<file path="config.mk">
export PLATFORM = sky130hd
export DESIGN_NAME = uart_rx_packer
export DESIGN_NICKNAME = d
export VERILOG_FILES = /design/src/rtl/uart_defines.sv /design/src/rtl/uart_rx_timeout.sv /design/src/rtl/uart_rx_packer.sv
export SDC_FILE = /design/constraint.sdc
export NUM_CORES = 1
export LEC_CHECK = 0
export CAP_MARGIN = 0
export CELL_PAD_IN_SITES_DETAIL_PLACEMENT = 1
export CELL_PAD_IN_SITES_GLOBAL_PLACEMENT = 2
export CORE_AREA = 2 2 71 73
export DETAILED_ROUTE_END_ITERATION = 6
export DIE_AREA = 0 0 73 75
export PLACE_DENSITY_LB_ADDON = 0.1
export SYNTH_ARGS = -nofsm -noshare
export SYNTH_HDL_FRONTEND = slang
export SYNTH_SLANG_ARGS = --single-unit
</file>
<file path="constraint.sdc">
create_clock -name clk -period 1 [get_ports clk]
set_input_delay 0.15 -clock clk [delete_from_list [all_inputs] [get_ports clk]]
set_output_delay 0.15 -clock clk [all_outputs]
set_load 0.01 [all_outputs]
</file>
<file path="src/rtl/uart_defines.sv">
// Shared definitions for the UART byte packer: state encoding, word sizing and timeout default.
// The optional inter-byte timeout is enabled by UART_RX_PACK_TIMEOUT_EN.
package uart_defines;

    typedef enum logic {
        ST_IDLE    = 1'b0,
        ST_COLLECT = 1'b1
    } state_e;

    localparam int DEFAULT_TIMEOUT_CYCLES = 1000;

    // LED-path word is half the nominal BYTE count in bits.
    function automatic int word_width(input int byte_cfg);
        return byte_cfg * 8 / 2;
    endfunction

    function automatic int bytes_per_word(input int byte_cfg);
        return (byte_cfg <= 2) ? 1 : byte_cfg / 2;
    endfunction

endpackage

</file>
<file path="src/rtl/uart_rx_timeout.sv">
// Inter-byte idle counter for the packer; flags expiry while a partial word is held.
// Only instantiated when UART_RX_PACK_TIMEOUT_EN is defined.
module uart_rx_timeout
    import uart_defines::*;
#(
    parameter int TIMEOUT_CYCLES = DEFAULT_TIMEOUT_CYCLES
) (
    input  logic clk,
    input  logic reset,
    input  logic active_i,
    input  logic accept_i,
    output logic expire_o
);

    localparam logic [15:0] LIMIT = 16'(TIMEOUT_CYCLES - 1);

    logic [15:0] cnt_q;

    // An accepted byte in the expiry cycle wins, so expiry is masked by accept.
    assign expire_o = active_i && !accept_i && (cnt_q == LIMIT);

    always_ff @(posedge clk) begin
        if (reset || !active_i || accept_i || expire_o) begin
            cnt_q <= '0;
        end else begin
            cnt_q <= cnt_q + 16'd1;
        end
    end

endmodule

</file>
<file path="src/rtl/uart_rx_packer.sv">
// Packs received UART bytes little-endian into W-bit words for the LED control stage.
// Define UART_RX_PACK_TIMEOUT_EN to drop partial words after TIMEOUT_CYCLES idle cycles.
module uart_rx_packer
    import uart_defines::*;
#(
    parameter  int BYTE           = 4,
    parameter  int TIMEOUT_CYCLES = DEFAULT_TIMEOUT_CYCLES,
    localparam int W              = word_width(BYTE)
) (
    input  logic         clk,
    input  logic         reset,
    input  logic         rx_valid,
    input  logic [7:0]   rx_data,
    input  logic         rx_error,
    output logic         write_valid,
    output logic [W-1:0] write_data,
    output logic         busy,
    output logic         err_drop,
    output logic         timeout_drop
);

    localparam int N  = bytes_per_word(BYTE);
    localparam int CW = (N > 1) ? $clog2(N) : 1;

    if (BYTE != 1 && BYTE != 2 && BYTE != 4 && BYTE != 8) begin : g_bad_byte
        $error("uart_rx_packer: BYTE must be 1, 2, 4 or 8");
    end
    if (TIMEOUT_CYCLES < 2 || TIMEOUT_CYCLES > 65535) begin : g_bad_timeout
        $error("uart_rx_packer: TIMEOUT_CYCLES must be 2..65535");
    end

    state_e        state_q;
    logic [CW-1:0] count_q;
    logic [W-1:0]  shadow_q;
    logic [W-1:0]  write_data_q;
    logic          write_valid_q;
    logic          err_drop_q;
    logic          timeout_drop_q;

    logic          accept;
    logic          last_byte;
    logic          expire;
    logic [W+7:0]  merge;
    logic [W-1:0]  word_d;

    assign accept    = rx_valid && !rx_error;
    assign last_byte = (count_q == CW'(N - 1));

    // Extra top byte lets BYTE=1 drop rx_data[7:4] by plain truncation.
    always_comb begin
        merge = {8'h00, shadow_q};
        for (int k = 0; k < N; k++) begin
            if (count_q == CW'(k)) begin
                merge[8*k +: 8] = rx_data;
            end
        end
        word_d = merge[W-1:0];
    end

`ifdef UART_RX_PACK_TIMEOUT_EN
    uart_rx_timeout #(
        .TIMEOUT_CYCLES(TIMEOUT_CYCLES)
    ) u_timeout (
        .clk     (clk),
        .reset   (reset),
        .active_i(state_q == ST_COLLECT),
        .accept_i(accept),
        .expire_o(expire)
    );
`else
    assign expire = 1'b0;
`endif

    always_ff @(posedge clk) begin
        if (reset) begin
            state_q        <= ST_IDLE;
            count_q        <= '0;
            shadow_q       <= '0;
            write_data_q   <= '0;
            write_valid_q  <= 1'b0;
            err_drop_q     <= 1'b0;
            timeout_drop_q <= 1'b0;
        end else begin
            write_valid_q  <= 1'b0;
            err_drop_q     <= 1'b0;
            timeout_drop_q <= 1'b0;
            if (state_q == ST_COLLECT && rx_error) begin
                err_drop_q <= 1'b1;
                state_q    <= ST_IDLE;
                count_q    <= '0;
                shadow_q   <= '0;
            end else if (accept) begin
                if (last_byte) begin
                    write_data_q  <= word_d;
                    write_valid_q <= 1'b1;
                    state_q       <= ST_IDLE;
                    count_q       <= '0;
                    shadow_q      <= '0;
                end else begin
                    shadow_q <= word_d;
                    count_q  <= count_q + 1'b1;
                    state_q  <= ST_COLLECT;
                end
            end else if (state_q == ST_COLLECT && expire) begin
                timeout_drop_q <= 1'b1;
                state_q        <= ST_IDLE;
                count_q        <= '0;
                shadow_q       <= '0;
            end
        end
    end

    assign write_valid  = write_valid_q;
    assign write_data   = write_data_q;
    assign busy         = (state_q == ST_COLLECT);
    assign err_drop     = err_drop_q;
    assign timeout_drop = timeout_drop_q;

endmodule

</file>
==> flow_summary_export.csv <==
group,metric,value,unit
route,drt_wl_total,2710,µm
cells_and_area,fin_nets,167,
pwr,pwr-share-clk,32.5,%
yosys,synth_cell_types,21,
setup_path,worstSetupPathType,"flip-flop to flip-flop",
pwr,switchingPower,0.000480,W
sta,max_clock_freq,903,MHz
pwr,p_seq_share,54.8,%
floorplan,core.rowCount,25,
yosys,avgSynthCellArea,10.7,µm²
route,drt-initial-drc-count,21,
pwr,p_comb_share,12.7,%
cells_and_area,stdcell_area,1690,µm²
clocking,numClockSinks,27,
yosys,synth_seq_area_share,45.4,%
setup_path,cp-startpoint,"busy$_SDFFE_PP0P_",
hold_path,hp-class,"input port to flip-flop",
hold_path,holdCritStartpoint,"rx_valid",
clocking,clk_latency,0.28,ns
place,portBuffers,30,
pwr,p_total,0.00202,W
yosys,synthCells,111,
yosys,yosysTopAreaCell,"dfxtp_1",
clocking,hold_buffers,0,
yosys,netlist_area,1190,µm²
yosys,ys_top_cells_by_area,"dfxtp_1 45%, nand2b_1 17%, mux2i_1 13%",
pwr,leakagePower,0.725,nW
cells_and_area,layout-drive-gt1-share,44.2,%
yosys,yosysTopAreaCellShare,45.4,%
run_status,violations,"setup timing",
place,globalplace.congestion,0.700,
grt,grt_pass1_vias,895,
clocking,cts_tree,"yes",
route,drc_errors,0,
clocking,cts-root-buf,"clkbuf_8",
cells_and_area,syn_to_final_growth,42.3,%
route,vias,905,
cells_and_area,antenna_cells,0,
yosys,ys_ff_latch,27,
pwr,irDropWorstVdd,0.467,mV
floorplan,die_y,75,µm
grt,grt_pass1_wl,4480,µm
floorplan,placeableCoreArea,4660,µm²
route,first_pass_iters,4,
sta,hold_viol,0,
clocking,htreeDepth,1,
clocking,cts_buffers,3,
setup_path,critPathCaptureType,"flip-flop",
yosys,async_flop_share,0,%
pwr,p_sw_share,23.8,%
sta,maxSlewViolCount,0,
floorplan,die-width,73,µm
floorplan,dieArea,5480,µm²
route,post_drt_wl_per_cell,13.0,µm
sta,setup_viol,19,
setup_path,worstPathArrival,1.32,ns
yosys,synth-main-ff-cell,"dfxtp_1",
pwr,p_int,0.00154,W
sta,finalCriticalPeriod,1.11,ns
pwr,power.density,1190,nW/µm²
sta,rsz0062_at_grt,"yes",
route,viasPerCell,4.35,
sta,fin_ws,-0.107,ns
run,maxCapViolCount,0,
grt,grt-ovfl-total,0,
sta,fin_crit_sh,111,%
grt,grt_util_all_layers,10.7,%
route,route.antenna.remaining_nets,0,
setup_path,worstSetupStartpointType,"flip-flop",
place,dp_hpwl,1810,µm
setup_path,path_max_fanout,7,
clocking,clockBufferDepth,2,
setup_path,cp.required,1.21,ns
grt,antenna_found_initial,0,
yosys,synth-edff-count,0,
floorplan,ios,32,
run_status,status,"finished, violations left",
sta,clock_skew,0.00722,ns
floorplan,initial_core_util,25.5,%
yosys,yosys_warnings,0,
grt,grt_max_degree,39,
clocking,path_clk_slew,0.10,ns
place,place_area,1600,µm²
yosys,syn-num-nets,123,
setup_path,r2r_start,"busy$_SDFFE_PP0P_",
-- registers in the layout (all words and copies together) (netlist names) --
register     flops
write_valid      1
shadow_q         8
write_data      16
busy             1
err_drop         1
-- cell type report --
type	instances	area, µm²
fill	531	2970
multi-input combinational	74	613
sequential	27	564
timing repair buffer	49	398
tap	54	67.6
clock buffer	3	41.3
clock inverter	1	8.76
-- metrics by stage --
step	util (%)	worst slack (ns)	TNS, ns	hold WS (ns)	instances
3_5_place_dp	34.3	-0.515	-11.59	0.462	196
3_3_place_gp	34.3	-0.460	-10.84	0.459	196
4_1_cts	37.2	-0.0997	-1.53	0.419	204
5_1_grt	36.3	-0.154	-2.27	0.293	208
6_report	36.3	-0.107	-1.25	0.250	208
2_1_floorplan	-	-0.0137	-0.0784	0.305	111
-- synthesized netlist by cell type (2+ instances only) --
cell type and count:
a31oi_1 3, mux2i_1 16, dfxtp_1 27, or4bb_1 2, clkbuf_1 3, and3b_2 2, nand3b_1 3, nand2b_1 32
or3b_1 3, o22ai_1 5, buf_6 3, buf_2 3
-- layer usage --
layer	up-vias	share of wire, %	track usage, %
met5	-	0	0
met4	0	1.0	4.32
met3	2	4.4	2.01
met2	20	46	16.4
met1	419	48	15.0
li1	464	-	-
-- final timing paths --
check                                             endpoint  slack, ns  cells past startpoint
worst max-delay path              shadow_q[1]$_SDFFE_PP0P_      -0.11                      3
worst min-delay path                     busy$_SDFFE_PP0P_       0.25                      3
worst max register to register    shadow_q[1]$_SDFFE_PP0P_      -0.11                      3
worst min register to register  write_data[6]$_SDFFE_PP0P_       0.48                      2
-- cell usage in the layout (no fill, tap or decap), types with 3 or more instances in the layout --
cell type and n:
clkdlybuf4s50_1 9, clkbuf_8 3, or3b_1 3, o22ai_2 3, dfxtp_2 16, buf_2 17, a31oi_1 3, mux2i_1 16
nand3b_1 3, nand2b_1 32, dfxtp_1 10, buf_4 13
-- power by group through the flow --
stage          Clock (W)  Combinational, W  Sequential (W)
2_1_floorplan          0          0.000132         0.00114
3_3_place_gp           0          0.000238         0.00114
3_5_place_dp           0          0.000243         0.00114
4_1_cts         0.000698          0.000256         0.00111
5_1_grt         0.000747          0.000281         0.00111
6_report        0.000657          0.000256         0.00111
-- timing repair --
action,in CTS,in global routing
buffers inserted,2,4
setup endpoints to repair,43,38
gates cloned,2,0
gates resized for setup,77,23
hold endpoints to repair,0,0
-- cells by family (layout without fill, tap and decap cells) --
family	after synthesis	count (layout)	share of synthesized area, %
muxes	17	17	14.4
AOI/OAI and AO/OA	8	8	4.21
other	1	1	0.315
buffers and inverters	10	53	5.68
DFF	27	27	45.4
xor gates and xnor gates	1	1	0.736
and+or+nand+nor	47	47	29.2
-- critical path, cell delays in order, from the launching register on --
cell and delay [ns]:
dfxtp_4 0.37, buf_4 0.15, or3b_4 0.41, o22ai_1 0.11
No activity file was read; power rests on OpenSTA's default activity.
==> patch, RTL diff (config.mk and constraints unchanged) <==
Add an input register stage for `rx_valid`, `rx_data` and `rx_error`, without a reset; this delays them by one clock.
--- a/src/rtl/uart_rx_packer.sv
+++ b/src/rtl/uart_rx_packer.sv
@@ -23,4 +23,14 @@
     localparam int CW = (N > 1) ? $clog2(N) : 1;
 
+    logic rx_valid_q;
+    logic [7:0] rx_data_q;
+    logic rx_error_q;
+
+    always_ff @(posedge clk) begin
+        rx_valid_q <= rx_valid;
+        rx_data_q  <= rx_data;
+        rx_error_q <= rx_error;
+    end
+
     if (BYTE != 1 && BYTE != 2 && BYTE != 4 && BYTE != 8) begin : g_bad_byte
         $error("uart_rx_packer: BYTE must be 1, 2, 4 or 8");
@@ -44,5 +54,5 @@
     logic [W-1:0]  word_d;
 
-    assign accept    = rx_valid && !rx_error;
+    assign accept    = rx_valid_q && !rx_error_q;
     assign last_byte = (count_q == CW'(N - 1));
 
@@ -52,5 +62,5 @@
         for (int k = 0; k < N; k++) begin
             if (count_q == CW'(k)) begin
-                merge[8*k +: 8] = rx_data;
+                merge[8*k +: 8] = rx_data_q;
             end
         end
@@ -85,5 +95,5 @@
             err_drop_q     <= 1'b0;
             timeout_drop_q <= 1'b0;
-            if (state_q == ST_COLLECT && rx_error) begin
+            if (state_q == ST_COLLECT && rx_error_q) begin
                 err_drop_q <= 1'b1;
                 state_q    <= ST_IDLE;
Function: changed (a bounded check fails within 4 cycles, from zero or initial values and one cycle with reset high).
==> patch against the original RTL <==
- the run still ends with setup timing left
- count of clock-buffer cells in the layout rose by 4
- design area up 4.6%
- die area stayed put
- sequential cell count grew 10
- sequential share of layout area is 9.6 points higher
- worst setup slack gained 0.042 ns
- final cell count increased by 0.48%
- routed wire length fell by 2.4%
- total power rose by 37%
- area after synthesis is 8.3% higher
- critical path type unchanged
- critical endpoint is now shadow_q[0]$_SDFFE_PP0P_
==> patch: results (changes against the original RTL) <==
Placed design
  – DP Wirelength: 1.88 mm (+4.3%)
  – DP Area: 1720 um2 (+7.4%)
  – Worst slack, placed: -0.244 ns (+0.271 ns)

Logic synthesis
  – Post-Syn Nets: 122 (-0.81%)
  – Post-Synthesis Cells: 110 (-0.90%)
  – Seq/Total Area, Yosys: 57.5% (+12 points)
  – Cell variety after synth: 18 (-14%)
  – Post-synth top cells: dfxtp_1 (37), nand2b_1 (32), mux2i_1 (16)
  – Area contributors post-synth: dfxtp_1 (57%), nand2b_1 (16%), mux2i_1 (12%)

Worst setup path
  – Worst reg2reg startpoint: rx_valid_q$_DFF_P_
  – Crit path max fanout: 8 (+1)
  – CP endpoint: shadow_q[0]$_SDFFE_PP0P_
  – WP data arrival: 1.27 ns (-0.05 ns)
  – Crit-path leading delay family: flip-flops
  – Slowest cell on crit path: dfxtp_2
  – CP peak stage delay: 0.34 ns (-0.07 ns)

Power and ir drop
  – Power Density: 1560 nW/um2 (+31%)
  – Comb pwr: 0.193 mW (-25%)
  – Leak: 0.711 nW (-1.9%)
  – VDD IR max: 0.700 mV (+50%)

Min path
  – Hold Crit Endpoint: rx_valid_q$_DFF_P_
  – Worst hold stages: 1 (-2)

Route
  – DR WL met2: 1.10 mm (-13%)
  – DR WL/cell: 12.7 um (-2.8%)
  – DR WL met3: 133 um (+12%)

Timing
  – Final setup fails: 24 (+5)
  – Total Neg Setup Slack: -0.957 ns (+0.294 ns)
  – Final worst setup slack: -0.0646 ns (+0.0425 ns)
  – Hold WS: 0.298 ns (+0.0481 ns)
  – Clock Skew: 0.00307 ns (-0.00414 ns)

Clock tree
  – Htree depth: 2 (+1)
  – Post-CTS repair timing setup buffer count: 0 (-2)
  – CTS Buf Count: 5 (+2)
  – Clock transition at the registers of the reported paths: 0.07 ns (-0.03 ns)
  – Post-CTS sizing: 73 (-5.2%)

Global route
  – M3 GR Usage: 3.88% (+1.9 points)
  – Vias in the first global route: 881 (-1.6%)
  – Met1 GRT Util: 15.7% (+0.76 points)
  – Largest net degree at the start of global routing: 21 (-46%)

Run status
  – Status: complete, but fails checks
  – Failing checks: setup timing
==> patch: cell count changes after synthesis, sizes merged, moves of 2 or more <==
cell	delta
clkbuf	+2
a31oi	-3
nand3b	-4
buf	-4
o22ai	+2
or3b	-3
or4bb	-2
dfxtp	+10
==> patch: worst register-to-register path: cells and delay by family, from the launching register on <==
kind | cells | cell delay [ns]
compound gates | 1 | 0.18
buf+inv | 1 | 0.13
flops | 1 | 0.34
mux | 1 | 0.34
==> patch: layout make-up <==
type / instances / share of cell area (%)
Timing Repair Buffer: 46 / 20.1
Clock buffer: 7 / 4.88
Tap cell: 54 / 3.82
Multi-Input combinational cell: 65 / 28.3
Sequential cell: 37 / 43.0
==> patch: kinds of logic (layout without fill, tap and decap cells) <==
group                  after synthesis  after routing  share of synthesized area (%)
AO/OA/AOI/OAI                        8              8                           4.08
buffers and inverters                8             53                           4.47
multiplexers                        17             17                           13.3
AND/OR/NAND/NOR                     38             38                           19.7
flip-flops                          37             37                           57.5
XOR/XNOR                             1              1                          0.680
other                                1              1                          0.291
